$ cat config.mk
export PLATFORM = sky130hd
export DESIGN_NAME = serial_add_ctrl_flat
export DESIGN_NICKNAME = d
export VERILOG_FILES = /design/src/rtl/serial_add_ctrl_if.sv /design/src/rtl/serial_add_ctrl.sv /design/src/flat_wrapper.sv
export SDC_FILE = /design/constraint.sdc
export NUM_CORES = 1
export LEC_CHECK = 0
export ABC_AREA = 0
export CAP_MARGIN = 20
export CORE_MARGIN = 2
export CORE_UTILIZATION = 46
export DETAILED_ROUTE_END_ITERATION = 6
export PLACE_DENSITY = 0.83
export SYNTH_ARGS = -nofsm -noshare
export SYNTH_HDL_FRONTEND = slang
export SYNTH_SLANG_ARGS = --single-unit
$ cat constraint.sdc
create_clock -name clk -period 5.01 [get_ports clk]
set_input_delay 1.002 -clock clk [delete_from_list [all_inputs] [get_ports clk]]
set_output_delay 1.002 -clock clk [all_outputs]
set_load 0.03 [all_outputs]
$ cat src/rtl/serial_add_ctrl_if.sv
// Bundle of requester handshakes, operands, results and the serial-adder
// control/data lines shared by the controller and its environment.
interface serial_add_ctrl_if #(
  parameter int WIDTH = 4
);
  logic             req0;
  logic [WIDTH-1:0] a0;
  logic [WIDTH-1:0] b0;
  logic             req1;
  logic [WIDTH-1:0] a1;
  logic [WIDTH-1:0] b1;
  logic [1:0]       gnt;
  logic [1:0]       done;
  logic [WIDTH-1:0] result;
  logic             load;
  logic             shift;
  logic [WIDTH-1:0] add_a;
  logic [WIDTH-1:0] add_b;
  logic [WIDTH-1:0] sum;

  // Environment side: requesters plus the serial adder's sum.
  modport master (
    output req0, a0, b0, req1, a1, b1, sum,
    input  gnt, done, result, load, shift, add_a, add_b
  );

  // Controller side.
  modport slave (
    input  req0, a0, b0, req1, a1, b1, sum,
    output gnt, done, result, load, shift, add_a, add_b
  );
endinterface

$ cat src/rtl/serial_add_ctrl.sv
// Two-requester round-robin controller for a bit-serial adder.
// Sequence per operation: accept (capture operands) -> one LOAD cycle ->
// WIDTH shift cycles -> one settle cycle while the adder's sum becomes
// valid -> DONE (result captured, one-cycle done pulse) -> IDLE.
// The SHIFT state counts completed shifts; it stays one extra cycle after
// the last shift (count == WIDTH) so that the sum sampled on entry to DONE
// is the finished one. done therefore rises WIDTH+2 edges after accept.
module serial_add_ctrl #(
  parameter int WIDTH = 4
) (
  input logic          clk,
  input logic          reset,
  serial_add_ctrl_if.slave bus
);
  localparam int unsigned CW = $clog2(WIDTH + 1);

  typedef enum logic [1:0] {IDLE, LOAD, SHIFT, DONE} state_t;

  state_t           state;
  logic [CW-1:0]    cnt;
  logic             ptr;      // favoured requester on a tie
  logic [1:0]       gnt_q;
  logic [1:0]       done_q;
  logic             load_q;
  logic             shift_q;
  logic [WIDTH-1:0] op_a;
  logic [WIDTH-1:0] op_b;
  logic [WIDTH-1:0] result_q;
  logic             pick1;

  // Requester 1 wins when it is alone or when it is favoured on a tie.
  assign pick1 = bus.req1 && (!bus.req0 || ptr);

  // Controller FSM with all outputs registered.
  always_ff @(posedge clk) begin
    if (!reset) begin
      state    <= IDLE;
      cnt      <= '0;
      ptr      <= 1'b0;
      gnt_q    <= '0;
      done_q   <= '0;
      load_q   <= 1'b0;
      shift_q  <= 1'b0;
      op_a     <= '0;
      op_b     <= '0;
      result_q <= '0;
    end else begin
      done_q <= '0;
      case (state)
        IDLE: begin
          if (bus.req0 || bus.req1) begin
            state  <= LOAD;
            load_q <= 1'b1;
            if (pick1) begin
              gnt_q <= 2'b10;
              op_a  <= bus.a1;
              op_b  <= bus.b1;
            end else begin
              gnt_q <= 2'b01;
              op_a  <= bus.a0;
              op_b  <= bus.b0;
            end
          end
        end
        LOAD: begin
          state   <= SHIFT;
          load_q  <= 1'b0;
          shift_q <= 1'b1;
          cnt     <= '0;
        end
        SHIFT: begin
          if (cnt == CW'(WIDTH)) begin
            state    <= DONE;
            cnt      <= '0;
            done_q   <= gnt_q;
            result_q <= bus.sum;
            ptr      <= gnt_q[0];   // hand priority to the other requester
          end else begin
            cnt <= cnt + 1'b1;
            if (cnt == CW'(WIDTH - 1)) shift_q <= 1'b0;
          end
        end
        DONE: begin
          state <= IDLE;
          gnt_q <= '0;
        end
        default: state <= IDLE;
      endcase
    end
  end

  assign bus.gnt    = gnt_q;
  assign bus.done   = done_q;
  assign bus.result = result_q;
  assign bus.load   = load_q;
  assign bus.shift  = shift_q;
  assign bus.add_a  = op_a;
  assign bus.add_b  = op_b;
endmodule
$ cat src/flat_wrapper.sv
// flat-port wrapper written by rule: the top's interface ports become plain ports
module serial_add_ctrl_flat 
#(
  parameter int WIDTH = 4
)
  (clk, reset, bus_req0, bus_a0, bus_b0, bus_req1, bus_a1, bus_b1, bus_sum, bus_gnt, bus_done, bus_result, bus_load, bus_shift, bus_add_a, bus_add_b);
  serial_add_ctrl_if #(.WIDTH(WIDTH)) bus_i ();
  input logic clk;
  input logic reset;
  input wire logic [$bits(bus_i.req0)-1:0] bus_req0;
  input wire logic [$bits(bus_i.a0)-1:0] bus_a0;
  input wire logic [$bits(bus_i.b0)-1:0] bus_b0;
  input wire logic [$bits(bus_i.req1)-1:0] bus_req1;
  input wire logic [$bits(bus_i.a1)-1:0] bus_a1;
  input wire logic [$bits(bus_i.b1)-1:0] bus_b1;
  input wire logic [$bits(bus_i.sum)-1:0] bus_sum;
  output wire logic [$bits(bus_i.gnt)-1:0] bus_gnt;
  output wire logic [$bits(bus_i.done)-1:0] bus_done;
  output wire logic [$bits(bus_i.result)-1:0] bus_result;
  output wire logic [$bits(bus_i.load)-1:0] bus_load;
  output wire logic [$bits(bus_i.shift)-1:0] bus_shift;
  output wire logic [$bits(bus_i.add_a)-1:0] bus_add_a;
  output wire logic [$bits(bus_i.add_b)-1:0] bus_add_b;
  assign bus_i.req0 = bus_req0;
  assign bus_i.a0 = bus_a0;
  assign bus_i.b0 = bus_b0;
  assign bus_i.req1 = bus_req1;
  assign bus_i.a1 = bus_a1;
  assign bus_i.b1 = bus_b1;
  assign bus_i.sum = bus_sum;
  assign bus_gnt = bus_i.gnt;
  assign bus_done = bus_i.done;
  assign bus_result = bus_i.result;
  assign bus_load = bus_i.load;
  assign bus_shift = bus_i.shift;
  assign bus_add_a = bus_i.add_a;
  assign bus_add_b = bus_i.add_b;
  serial_add_ctrl #(.WIDTH(WIDTH)) u_core (.clk(clk), .reset(reset), .bus(bus_i));
endmodule
* Word-level counts from Yosys, hierarchy flattened *
Index checks and enable logic that the tools add are counted.
Widths: inputs -> output; s select.

operators by class
  $add $sub $neg = 1
  $mul = 0
  divide/modulo/power cells = 0
  $lt $le $gt $ge = 0
  equality and inequality tests = 9
  shifts and indexed selects = 0
  mux-type cells = 15
  bitwise logic cells = 0
  reductions and logical operators = 15

operators with widths
  cell                 number
  $reduce_and 2->1     5
  $mux 2               4
  $mux 4               2
  $pmux 2 s4           1
  $ne 2x1->1 const B   3
  $pmux 3 s2           1
  $reduce_and 3->1     2
  $reduce_bool 2->1    3
  $eq 2x2->1 const B   2
  $pmux 1 s2           2
  $pmux 2 s2           1
  $add 3x1->3 const B  1
  $eq 3x2->1 const B   1
  $eq 3x3->1 const B   1
  $mux 1               3
  $mux 3               1
  $eq 2x1->1 const B   1
  $logic_not 2->1      1
  $logic_or 1x1->1     2
  $ne 2x2->1 const B   1
  $logic_and 1x1->1    1
  $logic_not 1->1      1

storage, ports and cells
  register bits after elaboration = 24
  bits in latches = 0
  bits in writable memories = 0
  memory bits (read-only) = 0
  input port bits = 24
  logic and storage cells = 50
  memories = 0

* Longest topological paths before layout *
  depth after elaboration = 6
  depth in mapped cells = 7
  gate-level depth less buffers = 5

* Worst setup path after synthesis *
No wires, ideal clock.

  kind = input port to flip-flop
  from = input port reset
  to = register u_core.op_a[0] (netlist: u_core.bus.add_a[0])
  setup time = 0.122 ns
  arrival time = 1.805 ns
  required time = 4.888 ns
  path slack = 3.083 ns
  stages = 5
  cell sequence = and2_4 > buf_6 > and3_4 > buf_6 > a221o_1

RTL lines
  item                  line                   source
  start, declared       flat_wrapper.sv:9      input logic reset;
  end signal, assigned  serial_add_ctrl.sv:56  op_a <= bus.a1;
  end signal, assigned  serial_add_ctrl.sv:60  op_a <= bus.a0;
  end, declared         serial_add_ctrl.sv:26  logic [WIDTH-1:0] op_a;

* Final worst setup path *
  from = register u_core.gnt_q[0] (netlist: u_core.bus.gnt[0])
  to = output port bus_gnt[0]

RTL lines
  item                    line                   source
  start, declared         serial_add_ctrl.sv:22  logic [1:0] gnt_q;
  start signal, assigned  serial_add_ctrl.sv:40  gnt_q <= '0;
  start signal, assigned  serial_add_ctrl.sv:55  gnt_q <= 2'b10;
  start signal, assigned  serial_add_ctrl.sv:59  gnt_q <= 2'b01;
  end, declared           flat_wrapper.sv:17     output wire logic [$bits(bus_i.gnt)-1:0] bus_gnt;

No word-level cell between the ends.

==> impl_metrics.tcl <==
set metrics [dict create \
    start_kind "flop" \
    fp-row-count 17 \
    syn-cell-area_mm2 0.00112 \
    fin_total_pwr_mw 0.659 \
    hold_buffers 0 \
    synth_top_area_cell "dfxtp_1" \
    synth_edf_count 0 \
    hp-start "u_core.bus.load" \
    synth_cells 115 \
    rr_endpoint "u_core.bus.add_b[1]" \
    path_delay_family "buffers and inverters" \
    slowest_delay_ns 0.69 \
    max-slew-margin-rel_pct 63.3 \
    synth_fp_nets 148 \
    final_antenna_net_count 0 \
    maxCapViolations 0 \
    min_period_ns 2.42 \
    seq_power_share_pct 37.8 \
    async_flop_share_pct 0 \
    critPathMaxFanout 4 \
    swShare_pct 34.8 \
    cts.htree.levels 1 \
    placed_cells 178 \
    grt_pass1_vias 917 \
    dieArea_mm2 0.00286 \
    path_cells "clkdlybuf4s50_1" \
    status "complete, no violations" \
    path_buf_inv 1 \
    grt_max_degree 15 \
    skew_ns 0.00116 \
    ys_seq_area_share_pct 42.7 \
    p_int_mw 0.430 \
    cp.required_ns 4.01 \
    cts_resized 0 \
    postCtsSetupRepairBufs 0 \
    cts_tree "yes" \
    antenna_found_initial 0 \
    fin_crit_sh_pct 48.3 \
    ys_types 26 \
    min_to "u_core.bus.load" \
    vias 991 \
    wire_per_inst_um 14.8 \
    final_nets 188 \
    crit_arrival_ns 1.42 \
    hpwl_um 2080 \
    max_freq_ghz 0.414 \
    clock_sinks 24 \
    dr.pass1.iters 4 \
    power_switching_mw 0.229 \
    drt-initial-drc-count 22 \
    min_path_cells 2 \
    numPortBuffers 41 \
    end_kind "primary output" \
    fp.coreArea_mm2 0.00225 \
    p_per_area_mw_per_mm2 416 \
    syn-mean-instance-area_um2 9.78 \
    rrSetupSlack_ns 3.43 \
    ys_ff_latch 24 \
    fp.dieW_um 53.5 \
    fin_util_pct 70.3 \
    hp-class "flop to flop" \
    synth_warnings 0 \
    yosysMostFrequentCell "dfxtp_1" \
    hold_viol 0 \
    reg2reg_from "u_core.state[0]" \
    finalSetupTns_ns 0 \
    diodes 0 \
    syn_to_final_growth_pct 40.8 \
    p_leak_nw 0.683 \
    setup_viol 0 \
    vdd_drop_max_uv 316 \
    initial_core_util_pct 49.9 \
    drv_slew 0 \
    cp_slowest_cell "clkdlybuf4s50_1" \
    final_cells 182 \
    drive_gt1_share_pct 4.55 \
    routed_wl_um 2700 \
    clk_path_buf_depth 2 \
    synth_top_cells_by_area "dfxtp_1 (43%), ha_1 (10%), a221o_1 (7.1%)" \
    num-fill-cells 186 \
    finalWeightedCongestion 0.783 \
    clkTransAtPathRegs_ns 0.14 \
    clock_latency_ns 0.32 \
    worst_slew_pin_slew_ns 0.550 \
    drcViolationCount 0 \
    grtUsageTotal_pct 20.1 \
    reg2reg_depth 5 \
    clkPwrFrac_pct 21.7 \
    die_y_um 53.5 \
    cts-buffers-inserted 3 \
    num_io_pins 42 \
    grt.overflow.total 0 \
    pwr-share-comb_pct 40.5 \
    crit_type "flop to primary output" \
    cts-root-buf "clkbuf_4" \
    grt_setup_unrepaired "false" \
    synth_ff_type "dfxtp_1" \
    ys_top_cells_by_count "dfxtp_1 (24), and3_1 (9), ha_1 (9), a221o_1 (8), nand2_1 (8)" \
    via_per_inst 5.45 \
    grt_pass1_wl_um 4050 \
    synth_top_area_share_pct 42.7 \
]
## worst reg2reg max path: cells and delay by family (launching register included)
family                     cells  cell delay [ns]
AOI/OAI and AO/OA              2             0.47
adders and majority gates      1             0.25
buffers and inverters          1             0.14
DFF                            1             0.37
and+or+nand+nor                1             0.25
## power by group through the flow
stage | registers [mW] | clock network, mW | logic (mW)
floorplan | 0.302 | 0 | 0.125
global placement | 0.251 | 0 | 0.258
detailed placement | 0.253 | 0 | 0.267
CTS | 0.249 | 0.145 | 0.267
global route | 0.253 | 0.150 | 0.290
finish | 0.249 | 0.143 | 0.267
## logic make-up after synthesis
group           count (synthesis)  share of synthesized area (%)
flops                          24                           42.7
simple gates                   42                           21.8
fa+ha+maj                       9                           10.0
mux                             7                           6.23
buf+inv                        12                           5.45
compound gates                 21                           13.8
## sequential cells by signal, indices dropped and copies added, names as in the netlist, 2 cells and up
register and cells:
u_core.bus.add_a 4, u_core.bus.add_b 4, u_core.bus.done 2, u_core.bus.gnt 2, u_core.bus.result 4, u_core.cnt 3, u_core.state 2
## metal layers
layer / track usage, % / wire, um / up-vias
met5: 0 / 0 / -
met3: 2.54 / 150 / 5
met2: 37.9 / 1400 / 35
met1: 21.8 / 1110 / 460
met4: 8.97 / 40 / 0
li1: - / - / 491
## area by class of cell
| class | instances | area, um^2 | area share (%) |
|---|---|---|---|
| multi-input cells | 79 | 583 | 36.8 |
| repair buffers | 41 | 410 | 25.9 |
| flip-flops and latches | 24 | 480 | 30.3 |
| well taps | 28 | 35.0 | 2.21 |
| clock inverters | 1 | 30.0 | 1.90 |
| inverters | 6 | 22.5 | 1.42 |
| clock buffers | 3 | 22.5 | 1.42 |
## worst max-delay path by stage
stage | start | end | slack [ns] | depth (start not counted)
after global placement | reset | u_core.bus.add_a[1] | 2.56 | 4
after global routing | u_core.bus.gnt[0] | bus_gnt[0] | 2.55 | 1
final | u_core.bus.gnt[0] | bus_gnt[0] | 2.59 | 1
after floorplan | reset | u_core.bus.add_a[0] | 3.08 | 5
after detailed placement | reset | u_core.bus.add_b[1] | 2.50 | 4
after CTS | u_core.bus.gnt[0] | bus_gnt[0] | 2.58 | 1
## stage by stage
stage / hold slack, ns / area, um^2 / worst slack (ns)
6_report: 0.486 / 1580 / 2.59
5_1_grt: 0.509 / 1580 / 2.55
4_1_cts: 0.493 / 1580 / 2.58
3_5_place_dp: 0.470 / 1530 / 2.50
3_3_place_gp: 0.456 / 1530 / 2.56
2_1_floorplan: 0.463 / 1120 / 3.08
## layout by cell type, fill, tap and decap left out, types with 2 or more instances in the layout
cell             count
and4_1               2
clkdlybuf4s50_1     41
nand3_1              3
clkbuf_4             3
nor2_1               6
inv_1                6
nand2_1              8
and3_1               9
a221o_1              8
nor2b_1              2
and2_1               2
o21ai_0              3
o32ai_1              2
a21oi_1              6
ha_1                 9
mux2i_1              7
dfxtp_1             24
nand2b_1             5
Power figures use the tool's default switching activity.
